## src/rtl/bht_access_scheduler.sv

```systemverilog
// bht_access_scheduler: owner and scheduler of the single-port gshare BHT RAM.
// Arbitrates the post-reset init sweep, fetch lookups (pc ^ GHR) and queued
// resolved-branch counter updates, which retire as read-modify-writes in fetch-idle cycles.
// Optional feature macro: BHT_BYPASS_EN. When defined, WR-phase writes take the port
// ahead of lookups and a lookup hitting the most recent write address is predicted
// from the forwarded write data.
// Ports:
//   clk, rst_n                  clock, async active-low reset
//   flush                       sync soft restart (FIFO cleared, GHR=0, init sweep restarts)
//   lu_valid/lu_pc/lu_jump      fetch lookup request; lu_ready = accepted this cycle
//   pred_valid/pred_taken       prediction, one cycle after an accepted lookup
//   upd_valid/upd_pc/upd_taken  resolved branch; upd_ready = FIFO not full
//   drop_cnt                    saturating count of updates lost to a full FIFO
//   bht_en/we/addr/wdata/rdata  RAM port, read data valid the cycle after a read
module bht_access_scheduler #(
  parameter int unsigned      IDX_W    = 8,
  parameter int unsigned      CNT_W    = 2,
  parameter logic [CNT_W-1:0] INIT_VAL = 'b01,
  parameter int unsigned      DEPTH    = 4
) (
  input  logic             clk,
  input  logic             rst_n,
  input  logic             flush,
  input  logic             lu_valid,
  input  logic [IDX_W-1:0] lu_pc,
  input  logic             lu_jump,
  output logic             lu_ready,
  output logic             pred_valid,
  output logic             pred_taken,
  input  logic             upd_valid,
  input  logic [IDX_W-1:0] upd_pc,
  input  logic             upd_taken,
  output logic             upd_ready,
  output logic [7:0]       drop_cnt,
  output logic             bht_en,
  output logic             bht_we,
  output logic [IDX_W-1:0] bht_addr,
  output logic [CNT_W-1:0] bht_wdata,
  input  logic [CNT_W-1:0] bht_rdata
);

  localparam int unsigned      PTR_W    = $clog2(DEPTH);
  localparam logic [IDX_W-1:0] LAST_IDX = '1;
  localparam logic [CNT_W-1:0] CNT_MAX  = '1;

  typedef enum logic [1:0] {S_INIT, S_IDLE, S_RD, S_WR} state_t;

  state_t           state;
  logic [IDX_W-1:0] ghr;
  logic [IDX_W-1:0] sweep_ptr;
  logic [IDX_W-1:0] work_idx;
  logic             work_taken;
  logic             wr_first;   // first WR cycle: bht_rdata holds the RD result
  logic [CNT_W-1:0] cnt_q;
  logic             jump_q;

  // Update FIFO: entry = {gshare index, outcome}; extra pointer bit tells full from empty.
  logic [IDX_W:0]   fifo_mem [DEPTH];
  logic [PTR_W:0]   wr_ptr;
  logic [PTR_W:0]   rd_ptr;
  logic             fifo_empty;
  logic             fifo_full;

  logic             in_init;
  logic             init_wr;
  logic             lu_fire;
  logic [IDX_W-1:0] lu_idx;
  logic             push;
  logic             drop;
  logic             start_rmw;
  logic             rd_fire;
  logic             wr_fire;
  logic [CNT_W-1:0] cnt_cur;
  logic [CNT_W-1:0] cnt_next;
  logic             pred_bit;

  assign fifo_empty = (wr_ptr == rd_ptr);
  assign fifo_full  = (wr_ptr[PTR_W] != rd_ptr[PTR_W]) &&
                      (wr_ptr[PTR_W-1:0] == rd_ptr[PTR_W-1:0]);

  assign in_init = (state == S_INIT);
  // Gating with rst_n keeps the port quiet while reset is held.
  assign init_wr = in_init && !flush && rst_n;
  assign lu_idx  = lu_pc ^ ghr;

`ifdef BHT_BYPASS_EN
  assign lu_ready = !flush && !in_init && (state != S_WR);
  assign wr_fire  = (state == S_WR) && !flush;
`else
  assign lu_ready = !flush && !in_init;
  assign wr_fire  = (state == S_WR) && !flush && !lu_valid;
`endif

  assign lu_fire   = lu_valid && lu_ready;
  assign upd_ready = !flush && !in_init && !fifo_full;
  assign push      = upd_valid && upd_ready;
  assign drop      = upd_valid && !upd_ready && !flush && !in_init;
  // Retirement only starts in a fetch-idle cycle, so a held lookup stream freezes the FIFO.
  assign start_rmw = (state == S_IDLE) && !fifo_empty && !flush && !lu_valid;
  assign rd_fire   = (state == S_RD) && !flush && !lu_valid;

  always_comb begin
    cnt_cur  = wr_first ? bht_rdata : cnt_q;
    cnt_next = cnt_cur;
    if (work_taken) begin
      if (cnt_cur != CNT_MAX) cnt_next = cnt_cur + 1'b1;
    end else begin
      if (cnt_cur != '0) cnt_next = cnt_cur - 1'b1;
    end
  end

  // RAM port mux; lookup and WR write are mutually exclusive by construction of wr_fire/lu_ready.
  always_comb begin
    bht_en    = 1'b0;
    bht_we    = 1'b0;
    bht_addr  = '0;
    bht_wdata = '0;
    if (init_wr) begin
      bht_en    = 1'b1;
      bht_we    = 1'b1;
      bht_addr  = sweep_ptr;
      bht_wdata = INIT_VAL;
    end else if (lu_fire) begin
      bht_en   = 1'b1;
      bht_addr = lu_idx;
    end else if (rd_fire) begin
      bht_en   = 1'b1;
      bht_addr = work_idx;
    end else if (wr_fire) begin
      bht_en    = 1'b1;
      bht_we    = 1'b1;
      bht_addr  = work_idx;
      bht_wdata = cnt_next;
    end
  end

  always_ff @(posedge clk or negedge rst_n) begin
    if (!rst_n) begin
      state      <= S_INIT;
      sweep_ptr  <= '0;
      ghr        <= '0;
      work_idx   <= '0;
      work_taken <= 1'b0;
      wr_first   <= 1'b0;
      cnt_q      <= '0;
      wr_ptr     <= '0;
      rd_ptr     <= '0;
      pred_valid <= 1'b0;
      jump_q     <= 1'b0;
    end else if (flush) begin
      state      <= S_INIT;
      sweep_ptr  <= '0;
      ghr        <= '0;
      wr_first   <= 1'b0;
      wr_ptr     <= '0;
      rd_ptr     <= '0;
      pred_valid <= 1'b0;
      jump_q     <= 1'b0;
    end else begin
      pred_valid <= lu_fire;
      jump_q     <= lu_fire && lu_jump;
      if (push) wr_ptr <= wr_ptr + 1'b1;
      if (upd_valid && !in_init) ghr <= {ghr[IDX_W-2:0], upd_taken};
      case (state)
        S_INIT: begin
          sweep_ptr <= sweep_ptr + 1'b1;
          if (sweep_ptr == LAST_IDX) state <= S_IDLE;
        end
        S_IDLE: begin
          if (start_rmw) begin
            {work_idx, work_taken} <= fifo_mem[rd_ptr[PTR_W-1:0]];
            rd_ptr <= rd_ptr + 1'b1;
            state  <= S_RD;
          end
        end
        S_RD: begin
          if (rd_fire) begin
            wr_first <= 1'b1;
            state    <= S_WR;
          end
        end
        S_WR: begin
          wr_first <= 1'b0;
          if (wr_first) cnt_q <= bht_rdata;
          if (wr_fire) state <= S_IDLE;
        end
        default: state <= S_INIT;
      endcase
    end
  end

  always_ff @(posedge clk) begin
    if (push) fifo_mem[wr_ptr[PTR_W-1:0]] <= {upd_pc ^ ghr, upd_taken};
  end

  // Survives flush; only a hard reset clears it.
  always_ff @(posedge clk or negedge rst_n) begin
    if (!rst_n) begin
      drop_cnt <= '0;
    end else if (drop && (drop_cnt != 8'hFF)) begin
      drop_cnt <= drop_cnt + 8'd1;
    end
  end

`ifdef BHT_BYPASS_EN
  logic             fwd_vld;
  logic [IDX_W-1:0] fwd_addr;
  logic [CNT_W-1:0] fwd_dat;
  logic             hit_q;
  logic [CNT_W-1:0] hit_dat_q;

  always_ff @(posedge clk or negedge rst_n) begin
    if (!rst_n) begin
      fwd_vld   <= 1'b0;
      fwd_addr  <= '0;
      fwd_dat   <= '0;
      hit_q     <= 1'b0;
      hit_dat_q <= '0;
    end else if (flush) begin
      fwd_vld <= 1'b0;
      hit_q   <= 1'b0;
    end else begin
      if (wr_fire) begin
        fwd_vld  <= 1'b1;
        fwd_addr <= work_idx;
        fwd_dat  <= cnt_next;
      end
      hit_q     <= lu_fire && fwd_vld && (fwd_addr == lu_idx);
      hit_dat_q <= fwd_dat;
    end
  end

  assign pred_bit = hit_q ? hit_dat_q[CNT_W-1] : bht_rdata[CNT_W-1];
`else
  assign pred_bit = bht_rdata[CNT_W-1];
`endif

  assign pred_taken = pred_valid && (pred_bit || jump_q);

endmodule
```

## config.mk

```make
export PLATFORM = sky130hd
export DESIGN_NAME = bht_access_scheduler
export DESIGN_NICKNAME = d
export VERILOG_FILES = /design/src/rtl/bht_access_scheduler.sv
export SDC_FILE = /design/constraint.sdc
export NUM_CORES = 1
export LEC_CHECK = 0
export ABC_AREA = 1
export CORE_MARGIN = 2
export CORE_UTILIZATION = 55
export DETAILED_ROUTE_END_ITERATION = 16
export PLACE_DENSITY = 0.79
export SYNTH_ARGS = -nofsm -noshare
export SYNTH_HDL_FRONTEND = slang
export SYNTH_SLANG_ARGS = --single-unit
```

## constraint.sdc

```tcl
create_clock -name clk -period 6.1 [get_ports clk]
set_clock_uncertainty 0.15 [all_clocks]
set_input_delay 1.22 -clock clk [delete_from_list [all_inputs] [get_ports clk]]
set_output_delay 1.22 -clock clk [all_outputs]
set_load 0.02 [all_outputs]
```

==> run metrics, run 1 <==
worst ir drop on vdd=around 130 uV; die area=8220 um2; dpl ws=1.09 ns; row cnt=31; initial core utilization=between 50% and 60%; final WL=9.24 mm; min Tclk post-route=about 5.0 ns; n_diodes=0; vias in the first global route=3205; first-pass GRT wire length=around 15 mm; PortBufs=48; GRT Util Overall=about a quarter; Synth warnings=0; Avg WL per Cell=~15 um; Clk pwr share=25.5%; Mapped Cells=455; FILL cells=between 500 and 600; Clk Latency, worst-skew pair=roughly 0.36 ns; Post-CTS Setup Inserts=0; PD cells=293 nW/um2; area fraction of the dominant cell type after synthesis=around 28%; status=finished, final reports clean; Hold Buf Count CTS=0; placed wire-length estimate=roughly 6.6 mm; Pre-antenna DRT Iters=5; Final setup viols=0; Residual DRC=0; commonest non-fill, non-tap cell in the layout=nand2_1; Die Ht=around 91 um; layout cells sized above 1=between 7 and 8%; Hold Path Class=register to register; post-route insts no fill=approximately 600; crit path launch type=input port; post-route setup TNS=0 ns; fmax=between 0.15 and 0.2 GHz; sw power=0.484 mW; fraction of the yosys area taken by sequential cells=a little over half; internal power=0.938 mW; CTS tree=done; CTS root buffer=clkbuf_8; area grow syn2layout=17.4%; clock buffer count from CTS=9; # placed instances=roughly 590; FF+latch count, synth=82; area of the multi-input gates=around 1700 um2; NumNets Final=540; CTS Buffer Depth=2; worst setup margin=about 1.1 ns; I/O pins=between 40 and 50; initial DRC count=193; vias per cell=between 5 and 6; CTS resizes=0; CTS clk-pin slew, worst paths=0.09 ns; Seq pwr share=about 49%; Core Area=approximately 7300 um2; leading area contributor after synthesis=dfrtp_1; GP Congestion=~0.93; Switching Share=approximately a third; Synth Area per Inst=9.08 um2; FF+latch area=roughly 2200 um2; dominant cells by area after synthesis=dfrtp_1, edfxtp_1, nand2_1; CP arrival=about 3.7 ns; Max Cap Violations=0; antenna-violating nets left=0; max-slew violation count=0; CTS HTree Levels=3; Setup CP Type=input port to primary output; worst-margin pin slew=around 0.97 ns; Leak=2.17 nW; critical path peak fanout=18; worst hold margin=0.342 ns; number of antenna violations at the first check in global routing=0; Area after DPL=around 4700 um2; TritonCTS Sinks=82; RSZ-0062 raised after global routing=false; Final Hold Viols=0; Crit. End Element=primary output; Syn Nets=492; largest net degree at the start of global routing=47; post-route cell area=between 4000 and 5000 um2; commonest cells after routing, fill and taps aside=nand2_1, clkdlybuf4s50_1, dfrtp_1, nor2_1, inv_1; synthesized area=approximately 4100 um2; total number of vias=~3.3k; Die Width=about 91 um; post-synth cell types=32; Combinational Power Share=approximately a quarter; GR Overflow Total=0; worst relative slew slack=around a third; fin crit share=82.6%; Worst EP required=4.73 ns
-- state kept, by name, indices dropped and copies added, names as in the netlist --
register and count:
state 2, rd_ptr 3, sweep_ptr 8, drop_cnt 8
cnt_q 2, pred_valid 1, fifo_mem 36, work_taken 1
jump_q 1, work_idx 8, wr_ptr 3, ghr 8
wr_first 1
-- path summary, 6_finish.rpt --
check                                from             end  slack (ns)  depth (start not counted)
worst max register to register  rd_ptr[1]  fifo_mem[2][4]        3.34                          8
worst max-delay path                flush     bht_addr[5]        1.06                          7
min in group asynchronous           rst_n    sweep_ptr[7]        0.81                          2
worst min register to register   cnt_q[0]        cnt_q[0]        0.34                          2
max in group asynchronous           rst_n     work_idx[1]        4.57                          2
worst min-delay path             cnt_q[0]        cnt_q[0]        0.34                          2
-- Yosys cell counts --
library cell,count
a21oi_1,9
nor2_1,45
nand2_1,110
dfrtp_1,46
clkbuf_1,4
nand4_2,2
buf_4,1
a31oi_1,8
a211oi_1,1
o21ai_0,26
nand2_2,3
xor2_1,17
edfxtp_1,36
ha_1,12
and3_1,1
buf_6,1
o22ai_1,15
xnor2_1,3
a21oi_2,1
inv_4,1
o21a_1,2
nand2_4,1
o211ai_1,2
inv_1,42
nor2_4,5
or2_2,6
buf_2,6
inv_2,4
nor3_1,3
nand3_1,34
nand4_1,4
o21ai_1,4
-- stage by stage --
| step | util, % | power [mW] |
|---|---|---|
| floorplan | - | 0.926 |
| global placement | 64.5 | 1.06 |
| detailed placement | 64.5 | 1.07 |
| CTS | 66.9 | 1.42 |
| global route | 66.9 | 1.50 |
| finish | 66.9 | 1.42 |
-- per-layer routing --
metal | vias up | routed length, um | GRT usage [%]
met5 | - | 0 | 0
met4 | 0 | 219 | 10.8
met3 | 19 | 598 | 4.34
met2 | 127 | 4480 | 38.7
met1 | 1589 | 3950 | 30.6
li1 | 1611 | - | -
-- area by class of cell --
| class | instances | area share [%] |
|---|---|---|
| inverter | 47 | 3.69 |
| clock inverter | 6 | 0.980 |
| clock buffer | 10 | 2.63 |
| sequential | 82 | 46.0 |
| tap | 99 | 2.55 |
| timing repair buffer | 49 | 9.96 |
| multi-input combinational | 314 | 34.2 |
-- power by group through the flow --
stage               registers [mW]  clock network (mW)  logic (mW)
floorplan                    0.691                   0       0.235
global placement             0.707                   0       0.349
global route                 0.706               0.394       0.396
CTS                          0.698               0.365       0.360
detailed placement           0.710                   0       0.357
finish                       0.700               0.363       0.359
-- critical path, cell delays in order --
cell and delay, ns:
clkdlybuf4s50_1 0.69, inv_4 0.32, nand2_1 0.19, nor2_4 0.24, nand3_1 0.12, a31oi_1 0.22, clkdlybuf4s50_1 0.66
-- logic make-up (layout without fill, tap and decap cells) --
kind of cell,after synthesis,in the layout,share of synthesized area (%)
simple gates,214,214,22.9
flops,82,82,54.0
compound gates,68,68,9.32
buf+inv,59,112,5.87
xor+xnor,20,20,4.24
fa+ha+maj,12,12,3.63
(Power assumes the default switching activity.)
==> run 2, diff against run 1 <==
Clock period 6.1 ns to 5 ns, I/O delays scaled along.
==> run 2 against run 1 <==
Against the previous run:
- non-clock buffer count unchanged
- clock power increased by 20%
- critical endpoint is now bht_addr[0]
- worst hold slack got worse by 0.0012 ns
==> run metrics, run 2 (synthesis gave the netlist of run 1 again) <==
worst r2r src=rd_ptr[1]; row cnt=31; die area=8220 um2; vias per cell=between 5 and 6; Avg WL per Cell=roughly 15 um; vias in the first global route=3135; CTS Buffer Depth=2; status=finished, final reports clean; Seq pwr share=49.5%; R2R cell count=8; crit path max-delay cell type=clkdlybuf4s50_1; GP Congestion=0.930; max reg flops=36; Pre-antenna DRT Iters=5; Max Cap Violations=0; CTS tree=done; I/O pins=between 40 and 50; NumNets Final=540; Clk Latency, worst-skew pair=approximately 0.36 ns; critical path cell sequence=clkdlybuf4s50_1 > inv_4 > nand3_1 > nand2_1 > nand2_1 > a31oi_1 > clkdlybuf4s50_1; Combinational Power Share=between 20 and 30%; fmax=between 0.2 and 0.25 GHz; CTS resizes=0; total number of vias=3345; final WL=~9.1 mm; fin crit share=92.2%; crit-path max cell delay=roughly 0.7 ns; GRT Util Overall=23.4%; Final Hold Viols=0; layout cells sized above 1=7.87%; Core Area=between 7000 and 8000 um2; largest net degree at the start of global routing=47; CTS clk-pin slew, worst paths=around 0.090 ns; Hold Buf Count CTS=0; Residual DRC=0; Tot Pwr=approximately 1.7 mW; Leak=about 2.2 nW; r2r endpoint=fifo_mem[2][4]; Final setup viols=0; sw power=between 0.5 and 0.6 mW; CTS HTree Levels=3; worst relative slew slack=roughly 37%; worst-margin pin slew=approximately 0.94 ns; placed wire-length estimate=between 6 and 7 mm; n_diodes=0; hold depth=2; GR Overflow Total=0; first-pass GRT wire length=between 15 and 20 mm; area grow syn2layout=17.4%; Hold Path Class=register to register; internal power=about 1.1 mW; commonest cells after routing, fill and taps aside=nand2_1, clkdlybuf4s50_1, dfrtp_1, nor2_1, inv_1; Crit. End Element=primary output; max-slew violation count=0; Die Ht=90.7 um; CP arrival=about 3.5 ns; antenna-violating nets left=0; worst ir drop on vdd=~160 uV; hold endpoint=cnt_q[0]; Post-CTS Setup Inserts=0; RSZ-0062 raised after global routing=false; hold wc startpoint=cnt_q[0]; clock buffer count from CTS=9; PD cells=approximately 350 nW/um2; crit path launch type=input port; critical path peak fanout=18; Switching Share=33.6%; post-route setup TNS=0 ns; Worst EP required=3.85 ns; PortBufs=48; CTS root buffer=clkbuf_8; min Tclk post-route=between 4 and 5 ns; Die Width=90.7 um; Clk pwr share=approximately 25%; R2R Setup Slk=approximately 2.3 ns; Setup CP Type=input port to primary output; initial DRC count=~210; number of antenna violations at the first check in global routing=0; FILL cells=between 500 and 600; TritonCTS Sinks=82; initial core utilization=57.0%; commonest non-fill, non-tap cell in the layout=nand2_1
[run 2: critical path: cells and delay by family]
kind	cells	cell delay [ns]
compound gates	1	0.27
simple gates	3	0.51
buf+inv	3	1.68
[run 2: power groups by stage]
stage          Sequential (mW)  Combinational (mW)  Clock, mW
4_1_cts                  0.850               0.439      0.441
2_1_floorplan            0.843               0.287          0
3_5_place_dp             0.864               0.437          0
5_1_grt                  0.859               0.483      0.471
6_report                 0.851               0.436      0.434
3_3_place_gp             0.863               0.425          0
[run 2: worst max-delay path by stage]
stage                        endpoint  depth (start not counted)  startpoint  slack, ns
after floorplan           bht_addr[0]                          6       flush       1.87
after global placement    bht_addr[3]                          7       flush       0.50
after detailed placement  bht_addr[0]                          7       flush       0.42
after CTS                 bht_addr[0]                          7       flush       0.41
after global routing      bht_addr[5]                          7       flush       0.25
final                     bht_addr[0]                          7       flush       0.39
[run 2: cell type report]
class	instances	area [um2]	area share [%]
well taps	99	124	2.55
repair buffers	49	483	9.95
inverters	47	179	3.69
flip-flops and latches	82	2230	46.0
clock buffers	10	128	2.63
clock inverters	6	48.8	1.01
multi-input cells	314	1660	34.2
[run 2: metrics by stage]
step                      worst slack [ns]  std cells  area, um2  utilization (%)  hold WS [ns]
after floorplan                       1.87        455       4130                -         0.299
after global placement               0.501        591       4680             64.5         0.328
after CTS                            0.415        607       4850             66.9         0.344
after detailed placement             0.422        591       4680             64.5         0.320
after global routing                 0.251        607       4850             66.9         0.362
final                                0.392        607       4850             66.9         0.340
[run 2: routing by layer]
layer	global-route usage, %	vias to the layer above	part of all wire, %	routed length, um
met4	10.5	0	2.4	222
met1	30.4	1587	43	3870
met2	37.3	121	48	4370
met5	0	-	0	0
li1	-	1615	-	-
met3	5.59	22	6.8	617
